[config.mk]
export PLATFORM = sky130hd
export DESIGN_NAME = pedometer_cmd_driver
export DESIGN_NICKNAME = d
export VERILOG_FILES = /design/src/rtl/pedometer_cmd_driver.sv
export SDC_FILE = /design/constraint.sdc
export NUM_CORES = 1
export LEC_CHECK = 0
export ABC_AREA = 0
export BUFFER_PORTS_ARGS = -buffer_cell sky130_fd_sc_hd__buf_4
export CAP_MARGIN = 20
export CELL_PAD_IN_SITES_DETAIL_PLACEMENT = 1
export CELL_PAD_IN_SITES_GLOBAL_PLACEMENT = 1
export CORE_MARGIN = 3
export CORE_UTILIZATION = 48
export CTS_BUF_LIST = sky130_fd_sc_hd__clkbuf_2
export DETAILED_ROUTE_END_ITERATION = 10
export GPL_TIMING_DRIVEN = 0
export HOLD_SLACK_MARGIN = 0.12
export PLACE_DENSITY_LB_ADDON = 0.1
export SKIP_CTS_REPAIR_TIMING = 1
export SYNTH_ARGS = -nofsm -noshare
export SYNTH_HDL_FRONTEND = slang
export SYNTH_SLANG_ARGS = --single-unit
[constraint.sdc]
create_clock -name clk -period 5.36 [get_ports clk]
set_input_delay 0.804 -clock clk [delete_from_list [all_inputs] [get_ports clk]]
set_output_delay 0.804 -clock clk [all_outputs]
set_load 0.005 [all_outputs]
[src/rtl/pedometer_cmd_driver.sv]
// Command driver for the pedometer core: queues weight writes (pairing them into dual
// updates when possible), holds one sample request, and paces countSteps by a fixed window.
module pedometer_cmd_driver #(
  parameter int STEP_CYCLES  = 64,
  parameter int PAIR_TIMEOUT = 4
) (
  input  logic        clk,
  input  logic        reset,
  input  logic        wr_valid,
  input  logic [2:0]  wr_addr,
  input  logic [7:0]  wr_data,
  output logic        wr_ready,
  input  logic        smp_valid,
  input  logic [7:0]  smp_a,
  input  logic [7:0]  smp_b,
  output logic        smp_ready,
  output logic        countSteps,
  output logic        updateWeights,
  output logic        dualUpdateWeights,
  output logic [7:0]  A,
  output logic [7:0]  B,
  output logic [2:0]  Addr1,
  output logic [2:0]  Addr2,
  output logic [7:0]  Data1,
  output logic [7:0]  Data2,
  output logic        busy,
  output logic [15:0] steps_issued
);
  localparam int SW = $clog2(STEP_CYCLES + 1);
  localparam int TW = $clog2(PAIR_TIMEOUT + 2);

  logic [2:0]    r_fifo_addr [4];
  logic [7:0]    r_fifo_data [4];
  logic [1:0]    r_rd_ptr, r_wr_ptr;
  logic [2:0]    r_count;
  logic          r_held;
  logic [7:0]    r_smp_a, r_smp_b;
  logic [TW-1:0] r_pair_tmr;
  logic [SW-1:0] r_step_cnt;
  logic [15:0]   r_steps;
  logic          r_cs, r_uw, r_du;
  logic [7:0]    r_a, r_b, r_d1, r_d2;
  logic [2:0]    r_a1, r_a2;

  logic       w_push, w_busy, w_tmr_done;
  logic       w_issue_dual, w_issue_single, w_issue_step;
  logic [1:0] w_pop_cnt, w_rd_nxt;
  logic [2:0] w_head_addr, w_next_addr;
  logic [7:0] w_head_data, w_next_data;

  assign wr_ready    = (r_count != 3'd4);
  assign smp_ready   = ~r_held;
  assign w_push      = wr_valid & wr_ready;
  assign w_busy      = (r_step_cnt != {SW{1'b0}});
  assign w_tmr_done  = (r_pair_tmr == TW'(PAIR_TIMEOUT));
  assign w_rd_nxt    = r_rd_ptr + 2'd1;
  assign w_head_addr = r_fifo_addr[r_rd_ptr];
  assign w_head_data = r_fifo_data[r_rd_ptr];
  assign w_next_addr = r_fifo_addr[w_rd_nxt];
  assign w_next_data = r_fifo_data[w_rd_nxt];

  // Command arbitration: weights always drain before a sample is stepped
  always_comb begin
    w_issue_dual   = 1'b0;
    w_issue_single = 1'b0;
    w_issue_step   = 1'b0;
    w_pop_cnt      = 2'd0;
    if (w_busy) begin
      w_pop_cnt = 2'd0;
    end else if (r_count >= 3'd2) begin
      if (w_head_addr != w_next_addr) begin
        w_issue_dual = 1'b1;
        w_pop_cnt    = 2'd2;
      end else begin
        w_issue_single = 1'b1;
        w_pop_cnt      = 2'd1;
      end
    end else if (r_count == 3'd1) begin
      if (w_tmr_done || r_held) begin
        w_issue_single = 1'b1;
        w_pop_cnt      = 2'd1;
      end else begin
        w_pop_cnt = 2'd0;
      end
    end else begin
      w_issue_step = r_held;
    end
  end

  // Weight FIFO storage and pointers; push and pop may share an edge
  always_ff @(posedge clk or posedge reset) begin
    if (reset) begin
      r_rd_ptr <= 2'd0;
      r_wr_ptr <= 2'd0;
      r_count  <= 3'd0;
      for (int i = 0; i < 4; i++) begin
        r_fifo_addr[i] <= 3'd0;
        r_fifo_data[i] <= 8'd0;
      end
    end else begin
      if (w_push) begin
        r_fifo_addr[r_wr_ptr] <= wr_addr;
        r_fifo_data[r_wr_ptr] <= wr_data;
        r_wr_ptr              <= r_wr_ptr + 2'd1;
      end
      r_rd_ptr <= r_rd_ptr + w_pop_cnt;
      r_count  <= r_count + {2'b00, w_push} - {1'b0, w_pop_cnt};
    end
  end

  // Pair timer, sample holder, step window and step counter
  always_ff @(posedge clk or posedge reset) begin
    if (reset) begin
      r_pair_tmr <= {TW{1'b0}};
      r_held     <= 1'b0;
      r_smp_a    <= 8'd0;
      r_smp_b    <= 8'd0;
      r_step_cnt <= {SW{1'b0}};
      r_steps    <= 16'd0;
    end else begin
      if (r_count != 3'd1 || w_pop_cnt != 2'd0) begin
        r_pair_tmr <= {TW{1'b0}};
      end else if (!w_tmr_done) begin
        r_pair_tmr <= r_pair_tmr + TW'(1);
      end
      if (w_issue_step) begin
        r_held <= 1'b0;
      end else if (smp_valid && !r_held) begin
        r_held  <= 1'b1;
        r_smp_a <= smp_a;
        r_smp_b <= smp_b;
      end
      if (w_issue_step) begin
        r_step_cnt <= SW'(STEP_CYCLES);
        r_steps    <= r_steps + 16'd1;
      end else if (w_busy) begin
        r_step_cnt <= r_step_cnt - SW'(1);
      end
    end
  end

  // Registered strobes; operands are forced to zero whenever their strobe is low
  always_ff @(posedge clk or posedge reset) begin
    if (reset) begin
      r_cs <= 1'b0;  r_uw <= 1'b0;  r_du <= 1'b0;
      r_a  <= 8'd0;  r_b  <= 8'd0;
      r_a1 <= 3'd0;  r_a2 <= 3'd0;
      r_d1 <= 8'd0;  r_d2 <= 8'd0;
    end else begin
      r_cs <= w_issue_step;
      r_uw <= w_issue_single;
      r_du <= w_issue_dual;
      r_a  <= w_issue_step ? r_smp_a : 8'd0;
      r_b  <= w_issue_step ? r_smp_b : 8'd0;
      r_a1 <= (w_issue_single || w_issue_dual) ? w_head_addr : 3'd0;
      r_d1 <= (w_issue_single || w_issue_dual) ? w_head_data : 8'd0;
      r_a2 <= w_issue_dual ? w_next_addr : 3'd0;
      r_d2 <= w_issue_dual ? w_next_data : 8'd0;
    end
  end

  assign countSteps        = r_cs;
  assign updateWeights     = r_uw;
  assign dualUpdateWeights = r_du;
  assign A                 = r_a;
  assign B                 = r_b;
  assign Addr1             = r_a1;
  assign Addr2             = r_a2;
  assign Data1             = r_d1;
  assign Data2             = r_d2;
  assign busy              = w_busy;
  assign steps_issued      = r_steps;
endmodule

## After elaboration in Yosys (flattened, before gate mapping)

Index checks and enable logic that the tools add are counted.

| storage, ports and cells | value |
|---|---|
| flip-flop bits (word level) | 135 |
| input bits | 31 |
| output and inout bits | 60 |
| logic and storage cells | 108 |

| cells by class | value |
|---|---|
| add/sub/neg operators | 8 |
| magnitude comparators | 5 |
| eq/ne operators | 6 |
| muxes and demuxes | 46 |
| bitwise operators | 6 |
| reduce and logical (&&, ||, !) cells | 11 |

Operators with widths:

| kind | count |
|---|---|
| 8-bit two-way mux | 9 |
| 8-bit binary-select mux with 2-bit select | 2 |
| 32-bit bitwise mux | 1 |
| 3-bit two-way mux | 9 |
| 16-bit by 1-bit adder with 16-bit output, second input constant | 1 |
| 8-bit demux with 2-bit select | 1 |
| 1-bit two-way mux | 15 |
| 7-bit two-way mux | 2 |
| 3-bit binary-select mux with 2-bit select | 2 |
| 12-bit bitwise mux | 1 |
| 3-bit >= comparator, second input constant | 3 |
| 2-bit NOT with 3-bit output | 3 |
| 7-bit nonzero test | 1 |
| 7-bit by 1-bit subtractor with 7-bit output, second input constant | 1 |
| 3-bit demux with 2-bit select | 1 |
| 2-bit two-way mux | 3 |
| 2-bit nonzero test | 3 |
| 2-bit by 1-bit adder with 2-bit output, second input constant | 2 |
| 3-bit by 1-bit adder with 3-bit output | 1 |
| 3-bit by 1-bit adder with 3-bit output, second input constant | 1 |
| 3-bit by 1-bit == test with 1-bit output, second input constant | 1 |
| 3-bit == test, second input constant | 1 |
| 3-bit by 2-bit >= comparator with 1-bit output, second input constant | 1 |
| 1-bit logical OR | 3 |
| other kinds (12) | 14 |

## Depth between registers and ports, before layout

Gate-level depths: netlist of the first run.

| logic depth | value |
|---|---|
| word-level depth | 12 |
| mapped depth | 14 |
| mapped depth without buffers | 13 |

## Worst setup path before layout of the first run

No wires, ideal clock.

| path | value |
|---|---|
| kind | register to register |
| from | register r_rd_ptr[0] |
| to | register r_count[2] |
| setup time | 123 ps |
| arrival | 2458 ps |
| data required time | 5237 ps |
| path slack | 2779 ps |
| stages on the path, launching flop included | 13 |
| path buffers | 2 |
| clock period less this slack | 2581 ps |
| cells stage by stage | dfrtp_1 > buf_6 > mux2i_1 > xnor2_1 > or3_1 > buf_2 > a2111o_1 > nand3_1 > ha_1 > inv_1 > fa_1 > xnor2_1 > xnor2_1 |

| on the way | value |
|---|---|
| longest elaborated chain between the ends | 10 |
| elaborated cells between the ends (all ways) | 14 |
| classes of those cells | add/sub: 2; eq/ne: 1; mux: 9; bitwise: 2 |

Ends and longest elaborated chain:

| what | RTL line | RTL |
|---|---|---|
| start, declared | 34 | `logic [1:0] r_rd_ptr, r_wr_ptr;` |
| start signal, assigned | 106 | `r_rd_ptr <= r_rd_ptr + w_pop_cnt;` |
| 2-bit by 1-bit adder with 2-bit output | 56 | `assign w_rd_nxt = r_rd_ptr + 2'd1;` |
| 2-bit NOT with 3-bit output (implied by the code) | 59 | `assign w_next_addr = r_fifo_addr[w_rd_nxt];` |
| 3-bit binary-select mux with 2-bit select | 59 |  |
| 3-bit two-way mux (implied by the code) (2 in a row) | 59 |  |
| 3-bit inequality test (*) | 71 | `if (w_head_addr != w_next_addr) begin` |
| 2-bit two-way mux (*) | 71 |  |
| 2-bit two-way mux (*) | 70 | `end else if (r_count >= 3'd2) begin` |
| 2-bit two-way mux (*) | 68 | `if (w_busy) begin` |
| 3-bit by 2-bit subtractor with 3-bit output (*) | 107 | `r_count <= r_count + {2'b00, w_push} - {1'b0, w_pop_cnt};` |
| end signal, assigned | 107 |  |
| end, declared | 35 | `logic [2:0] r_count;` |

Every way passes the cells marked *; elsewhere a longest branch is shown, timed or not. The select of a mux whose other input is x is not followed.
A chain may end at the register's enable or synchronous reset.

## Final worst setup path of the first run

| path | value |
|---|---|
| from | register r_step_cnt[0] |
| to | output port busy |

| on the way | value |
|---|---|
| longest elaborated chain between the ends | 1 |

Ends and longest elaborated chain:

| what | RTL line | RTL |
|---|---|---|
| start, declared | 39 | `logic [SW-1:0] r_step_cnt;` |
| start signal, assigned | 118 | `r_step_cnt <= {SW{1'b0}};` |
| start signal, assigned | 134 | `r_step_cnt <= SW'(STEP_CYCLES);` |
| start signal, assigned | 137 | `r_step_cnt <= r_step_cnt - SW'(1);` |
| 7-bit nonzero test | 54 | `assign w_busy = (r_step_cnt != {SW{1'b0}});` |
| end, declared | 26 | `output logic busy,` |

Every way passes these cells.

==> reports/results.tsv, run 1 <==
metric	value	unit
status	finished, final reports clean	
crit path cell chain	inv_1 -> ha_1 -> nor2b_1 -> and2_1 -> inv_2 -> buf_2 -> buf_4	
Crit Reg-Reg Startpoint	r_step_cnt[2]$_DFFE_PP0P_	
total congestion overflow	0	
clock sink total	135	
CP peak stage delay	420	ps
Initial DRC Count	228	
die area	14100	sq um
ratio of cells with drive above 1 in the final layout	0.391	
Util after Layout	0.595	
Initial Utilization	0.501	
terminus of the critical flop-to-flop path	r_count[2]$_DFF_PP0_	
DRT Wirelength	13.7	mm
Clock Latency Late Sink	710	ps
Post-synth EDFFs	0	
Final HPWL DP	9.69	mm
skew final	27.8	ps
startpoint types	flop	
total track usage	0.208	
Largest delay share family, worst path	buffers and inverters	
CP Data Required Time	4560	ps
Worst VDD drop	0.000249	V
Antenna diodes	0	
Synth top area share	0.552	
post-synth net total	496	
global-route wire length before repair	23.0	mm
CORE AREA	12200	sq um
min Tclk post-route	2990	ps
CTS Buf Count	17	
Yosys top cell by area	dfrtp_1	
non-filler cells, final	743	
Layout area overhead	18.7	%
largest net degree at the start of global routing	80	
top post-synthesis cells by area	dfrtp_1 (55%), mux2_2 (11%), mux4_2 (8.1%), xnor2_1 (2.9%), ha_1 (2.2%)	
Primary FF master, synth	dfrtp_1	
Synth Instances	453	
Worst Path Arrival	2180	ps
Leak	3.40	nW
fin. max-slew vios	0	
final setup fails	0	
Avg Vias per Cell	5.34	
clk root buf	clkbuf_2	
vias in the first global route	4430	
syn_area_per_cell	13.5	sq um
Least-Margin Pin Slew	734	ps
H-tree Lvls	4	
Final Hold Viols	0	
Placer Congestion	0.752	
type of the most critical hold path	in -> async	
Cell Rows	40	
CP Class	reg -> out	
fill count	1284	
TritonCTS clock tree	done	
initial antenna violation count	0	
r2r worst-path depth	10	
placed cell count	712	
design area	7260	sq um
maximum clock rate	335	MHz
Multi-input gate area	2540	sq um
sequential fraction of the synthesis area	0.552	
worst setup margin	2370	ps
R2R Setup Slk	2440	ps
io pins	91	
crit path buf inv count	4	
ys async rst share	1.00	
Slowest-stage cell, CP	dfrtp_1	
Worst path depth	7	
Max-slew headroom	0.510	
nets@finish	606	
Syn Std Cell Area	6120	sq um
FF/Latch Area	3380	sq um
RSZ-0062 raised after global routing	false	
synth warn	0	
chip height	119	microns
Post-DP Area	7040	sq um
drt first pass iters	4	
CP Max Fanout	10	
Yosys cell types	50	
ANT nets after route	0	
Clock Path Buffers	2	
Crit. End Element	output pin	
Worst-path clk slew	190	ps
Vias	3969	
Final period util	0.557	
Cell Pwr Density	462	nW/um^2
DR WL/cell	18.5	microns
detailed-route DRC error count	0	
pre-CTS WS	2480	ps
IO Port Bufs	90	
max cap viols	0	
Die W	119	microns
TNS Setup	0	ps
FF+latch count, synth	135	
registers in the layout (all words and copies together) (netlist names):
signal and count:
r_fifo_data 32, countSteps 1, Data1 8, r_smp_b 8
Addr2 3, r_count 3, B 8, dualUpdateWeights 1
r_rd_ptr 2, r_held 1, r_smp_a 8, Addr1 3
r_pair_tmr 3, steps_issued 16, Data2 8, updateWeights 1
r_wr_ptr 2, A 8, r_step_cnt 7, r_fifo_addr 12
synthesized netlist by cell type (9+ instances only):
library cell,number
inv_1,13
and2_1,18
nand3_1,12
buf_2,9
nor2_1,15
ha_1,11
mux4_2,22
xnor2_1,20
nor2b_1,13
nor3b_1,13
dfrtp_1,135
nand2_1,23
mux2_2,61
layer usage:
layer	vias to the layer above	share of wire	wire length, microns	GRT usage
li1	1818	-	-	-
met1	2066	0.42	5830	0.265
met2	74	0.52	7190	0.347
met3	11	0.041	561	0.0556
met4	0	0.010	138	0.0724
met5	-	0	0	0
cells by family after synthesis:
family / share of synthesized area
compound gates: 0.0295
fa+ha+maj: 0.0258
buf+inv: 0.0321
xor+xnor: 0.0401
mux: 0.201
simple gates: 0.119
flops: 0.552
how the worst max path moves through the flow:
stage	startpoint	end
6_report	r_step_cnt[0]$_DFFE_PP0P_	busy
5_1_grt	r_step_cnt[0]$_DFFE_PP0P_	busy
4_1_cts	r_step_cnt[0]$_DFFE_PP0P_	busy
3_5_place_dp	r_step_cnt[2]$_DFFE_PP0P_	r_count[2]$_DFF_PP0_
3_3_place_gp	reset	steps_issued[9]$_DFFE_PP0P_
2_1_floorplan	reset	A[0]$_DFF_PP0_
placed cells by master (no fill, tap or decap), types with 13 or more instances in the layout:
master      n
nand2_1    23
clkbuf_2   18
mux4_2     22
mux2_2     61
nor3b_1    13
nor2b_1    13
xnor2_1    20
nor2_1     15
and2_1     18
buf_4      96
dfrtp_1   135
report_power, final:
group / internal (mW) / switching (mW) / total [mW] / leakage [nW]
registers: 1.32 / 0.247 / 1.56 / 1.72
clock network: 0.245 / 0.354 / 0.599 / 0.140
logic: 0.678 / 0.512 / 1.19 / 1.53
total: 2.24 / 1.11 / 3.35 / 3.40
per-stage QoR:
stage	hold slack, ps	power [mW]
3_5_place_dp	466	2.78
3_3_place_gp	457	2.69
6_report	195	3.35
5_1_grt	173	3.59
4_1_cts	164	3.39
2_1_floorplan	449	2.44
final cells by class:
type	count	area share
flip-flops and latches	135	0.465
plain buffers	25	0.0198
clock inverters	14	0.0193
well taps	168	0.0290
clock buffers	17	0.0117
repair buffers	91	0.0968
inverters	14	0.00793
multi-input cells	279	0.350
Note: power is estimated with default switching activity, not from simulation.
==> run 2, diff against run 1 <==
==> constraint.sdc (replaced) <==
create_clock -name clk -period 3.1 [get_ports clk]
set_input_delay 0.465 -clock clk [delete_from_list [all_inputs] [get_ports clk]]
set_output_delay 0.465 -clock clk [all_outputs]
set_load 0.005 [all_outputs]
==> run 2 against run 1 <==
  * Clock power up 97%
  * Flip-flop and latch count unchanged
  * Combinational power up 77%
  * Clock-buffer cell count up 2
  * Critical endpoint is now r_count[2]$_DFF_PP0_
  * Highest routed layer unchanged
==> reports/results.tsv, run 2 (synthesis gave the netlist of run 1 again) <==
metric	value	unit
nets@finish	637	
total track usage	0.208	
CTS Buf Count	17	
clk root buf	clkbuf_2	
max reg flops	32	
Cell Pwr Density	786	nW/um^2
CP most frequent cell	xnor2_1	
IO Port Bufs	90	
crit path buf inv count	3	
Slowest-stage cell, CP	fa_1	
ANT nets after route	0	
CP Data Required Time	3760	ps
TritonCTS clock tree	done	
final setup fails	0	
clock sink total	135	
WHS	279	ps
Placer Congestion	0.759	
most frequent cells in the layout	dfrtp_1 (135), buf_4 (96), mux2_2 (61)	
Worst VDD drop	0.000430	V
Cell Rows	40	
Layout area overhead	24.7	%
Least-Margin Pin Slew	735	ps
TNS Setup	0	ps
Post-DP Area	7070	sq um
commonest non-fill, non-tap cell in the layout	dfrtp_1	
skew final	24.2	ps
H-tree Lvls	4	
Clock Path Buffers	2	
CP peak stage delay	420	ps
Final Power	6.00	mW
DRT Wirelength	14.4	mm
initial antenna violation count	0	
status	finished, final reports clean	
Final period util	0.910	
global-route wire length before repair	22.9	mm
Vias	4150	
Worst-path clk slew	190	ps
CP Class	reg -> reg	
Initial DRC Count	153	
Antenna diodes	0	
Clock Latency Late Sink	720	ps
Largest delay share family, worst path	adder cells	
DR WL/cell	18.6	microns
Crit. End Element	flop	
Reg with most FFs	r_fifo_data	
startpoint types	flop	
chip height	119	microns
crit path cell chain	buf_6 -> buf_4 -> nand3b_1 -> o311ai_0 -> a21o_1 -> a21oi_2 -> or2_2 -> ha_1 -> inv_1 -> fa_1 -> xnor2_1 -> xnor2_1	
maximum clock rate	354	MHz
detailed-route DRC error count	0	
Final HPWL DP	9.90	mm
type of the most critical hold path	in -> reg	
max cap viols	0	
min Tclk post-route	2820	ps
design area	7630	sq um
Avg Vias per Cell	5.35	
Max-slew headroom	0.510	
fin. max-slew vios	0	
die area	14100	sq um
Initial Utilization	0.501	
io pins	91	
total congestion overflow	0	
vias in the first global route	4367	
ratio of cells with drive above 1 in the final layout	0.386	
Leak	3.55	nW
RSZ-0062 raised after global routing	false	
Final Hold Viols	0	
CORE AREA	12200	sq um
Worst Path Arrival	3480	ps
drt first pass iters	4	
R2R Setup Slk	280	ps
largest net degree at the start of global routing	44	
Die W	119	microns
CP Max Fanout	10	
-- run 2: changes by cell type in the layout (fill, tap and decap cells not counted) --
| cell | previous run | this run |
|---|---|---|
| clkbuf_2 | 18 | 20 |
| buf_12 | 0 | 3 |
| clkinvlp_4 | 0 | 4 |
| bufinv_16 | 3 | 4 |
| dlygate4sd3_1 | 0 | 29 |
| buf_16 | 1 | 0 |
| clkinv_1 | 7 | 1 |
-- run 2: worst paths after layout --
kind	startpoint	endpoint	depth (start not counted)
setup / recovery	r_rd_ptr[0]$_DFF_PP0_	r_count[2]$_DFF_PP0_	12
hold / removal	wr_valid	r_wr_ptr[0]$_DFFE_PP0P_	4
setup reg to reg	r_rd_ptr[0]$_DFF_PP0_	r_count[2]$_DFF_PP0_	12
hold reg to reg	steps_issued[15]$_DFFE_PP0P_	steps_issued[15]$_DFFE_PP0P_	1
max in group asynchronous	reset	r_step_cnt[1]$_DFFE_PP0P_	4
min in group asynchronous	reset	r_wr_ptr[0]$_DFFE_PP0P_	3
-- run 2: final cells by class --
| cell class | instances | area, sq um |
|---|---|---|
| tap | 168 | 210 |
| sequential | 135 | 3380 |
| inverter | 14 | 56.3 |
| timing repair buffer | 122 | 1030 |
| clock buffer | 19 | 95.1 |
| clock inverter | 13 | 179 |
| multi-input combinational | 279 | 2540 |
| fill | 1239 | 4580 |
| buffer | 25 | 144 |
-- run 2: layer usage --
metal  wire length (microns)  vias to the layer above  GRT usage
met2                    7630                       81      0.346
met5                       0                        -          0
met1                    5860                     2168      0.262
met4                     187                        0     0.0717
li1                        -                     1887          -
met3                     715                       14     0.0584
-- run 2: tightest hold or removal path: stages --
cell     delay [ps]
buf_4            80
and2_1          100
buf_2           230
xnor2_1         100
-- run 2: power breakdown --
group | leakage (nW) | switching, mW | internal (mW)
Sequential | 1.72 | 0.440 | 2.27
Combinational | 1.67 | 0.906 | 1.20
Clock | 0.158 | 0.643 | 0.533
-- run 2: per-stage QoR --
step           utilization  setup slack (ps)  std cells
2_1_floorplan            -               519        453
3_3_place_gp         0.574               132        711
3_5_place_dp         0.579               284        714
4_1_cts              0.601               246        746
5_1_grt              0.625              35.3        775
6_report             0.625               279        775
==> run 3, diff against run 2 <==
--- a/config.mk
+++ b/config.mk
@@ -17,6 +17,7 @@
 export GPL_TIMING_DRIVEN = 0
 export HOLD_SLACK_MARGIN = 0.12
 export PLACE_DENSITY_LB_ADDON = 0.1
+export REMOVE_ABC_BUFFERS = 1
 export SKIP_CTS_REPAIR_TIMING = 1
 export SYNTH_ARGS = -nofsm -noshare
 export SYNTH_HDL_FRONTEND = slang
==> run 3 against run 2 <==
  * Die area unchanged
  * First-iteration DRC count increased by 20%
  * Worst hold slack improved by 45 ps
  * Largest cell class unchanged
  * Critical path type unchanged
  * Clock power decreased by 22%
==> reports/results.tsv, run 3 (synthesis gave the netlist of run 1 again) <==
metric	value	unit
chip height	119	microns
startpoint types	flop	
final setup fails	0	
CP Data Required Time	3720	ps
CP most frequent cell	xnor2_1	
worst setup margin	179	ps
Clock Latency Late Sink	710	ps
clock sink total	135	
Cell Rows	40	
IO Port Bufs	90	
Layout area overhead	22.9	%
fill count	1231	
pre-CTS WS	-654	ps
Post-DP Area	6950	sq um
Worst Path Arrival	3550	ps
vias in the first global route	4290	
Worst-path clk slew	200	ps
Leak	3.48	nW
Placer Congestion	0.796	
CP Max Fanout	23	
max cap viols	0	
global-route wire length before repair	22.0	mm
Worst VDD drop	0.000471	V
maximum clock rate	342	MHz
DRT Wirelength	14.3	mm
status	finished, final reports clean	
ANT nets after route	0	
TritonCTS clock tree	done	
type of the most critical hold path	in -> reg	
Least-Margin Pin Slew	896	ps
ratio of cells with drive above 1 in the final layout	0.378	
CP Class	reg -> reg	
clk root buf	clkbuf_2	
Clock Path Buffers	2	
most frequent cells in the layout	dfrtp_1 (133), buf_4 (93), mux2_2 (61)	
nets@finish	618	
cell internal pwr	3.76	mW
io pins	91	
Antenna diodes	0	
Initial Utilization	0.501	
Cell Pwr Density	762	nW/um^2
CP peak stage delay	580	ps
DR WL/cell	18.9	microns
max reg flops	32	
CORE AREA	12200	sq um
total track usage	0.200	
FF/Latch Area	3380	sq um
Multi-input gate area	2560	sq um
Final Hold Viols	0	
Max-slew headroom	0.402	
Final HPWL DP	9.53	mm
Comb pwr share	0.360	
Die W	119	microns
initial antenna violation count	0	
Reg with most FFs	r_fifo_data	
fin. max-slew vios	0	
drt first pass iters	4	
commonest non-fill, non-tap cell in the layout	dfrtp_1	
skew final	37.5	ps
Crit. End Element	flop	
Vias	4074	
sequential share of power	0.479	
clock share of power	0.160	
Initial DRC Count	183	
Net Switching	1.97	mW
R2R Setup Slk	180	ps
Util after Layout	0.616	
crit path cell chain	buf_16 -> nand2b_1 -> o22ai_1 -> a21o_1 -> a21oi_4 -> or2_2 -> ha_1 -> inv_1 -> fa_1 -> xnor2_1 -> xnor2_1	
H-tree Lvls	4	
CTS Buf Count	17	
Final period util	0.942	
Slowest-stage cell, CP	dfrtp_2	
detailed-route DRC error count	0	
largest net degree at the start of global routing	78	
Sw Ratio	0.343	
design area	7520	sq um
Avg Vias per Cell	5.40	
total congestion overflow	0	
die area	14100	sq um
min Tclk post-route	2920	ps
## run 3: stage by stage
| step | total power [mW] | cells | setup TNS (ps) | hold slack, ps |
|---|---|---|---|---|
| detailed placement | 4.76 | 691 | -1140 | 471 |
| global route | 6.12 | 755 | -5.53 | 239 |
| finish | 5.73 | 755 | 0 | 325 |
| floorplan | 4.16 | 428 | -132550 | 449 |
| global placement | 4.55 | 686 | -338770 | 457 |
| CTS | 5.69 | 722 | -1280 | -282 |
## run 3: metal layers
layer / up-vias / track usage / wire, microns
li1: 1839 / - / -
met1: 2141 / 0.243 / 5870
met2: 79 / 0.341 / 7720
met3: 15 / 0.0627 / 490
met4: 0 / 0.0630 / 176
met5: - / 0 / 0
## run 3: final timing paths
| kind | start | end | cells past startpoint |
|---|---|---|---|
| min in group asynchronous | reset | countSteps$_DFF_PP0_ | 3 |
| worst max-delay path | r_rd_ptr[1]$_DFF_PP0_ | r_count[2]$_DFF_PP0_ | 11 |
| worst max register to register | r_rd_ptr[1]$_DFF_PP0_ | r_count[2]$_DFF_PP0_ | 11 |
| worst min register to register | steps_issued[15]$_DFFE_PP0P_ | steps_issued[15]$_DFFE_PP0P_ | 1 |
| worst min-delay path | wr_valid | r_wr_ptr[0]$_DFFE_PP0P_ | 3 |
| max in group asynchronous | reset | Data1[4]$_DFF_PP0_ | 4 |
## run 3: layout make-up
type | count | share of cell area
Clock buffer | 17 | 0.0113
Clock inverter | 14 | 0.0145
Multi-Input combinational cell | 279 | 0.340
Inverter | 14 | 0.00766
Tap cell | 168 | 0.0280
Sequential cell | 135 | 0.450
Timing Repair Buffer | 128 | 0.148
## run 3: worst max-delay path, delay by kind of cell, from the launching register on
| kind | cells | cell delay, ps |
|---|---|---|
| AO/OA/AOI/OAI | 3 | 470 |
| XOR/XNOR | 2 | 330 |
| adder cells (fa/ha/maj) | 2 | 700 |
| buffers and inverters | 2 | 270 |
| flip-flops | 1 | 580 |
| AND/OR/NAND/NOR | 2 | 470 |
## run 3: power by group through the flow
stage / clock network (mW) / registers [mW] / logic (mW)
floorplan: 0 / 2.66 / 1.50
global placement: 0 / 2.76 / 1.78
detailed placement: 0 / 2.78 / 1.98
CTS: 0.965 / 2.74 / 1.99
global route: 1.04 / 2.83 / 2.25
finish: 0.918 / 2.75 / 2.06
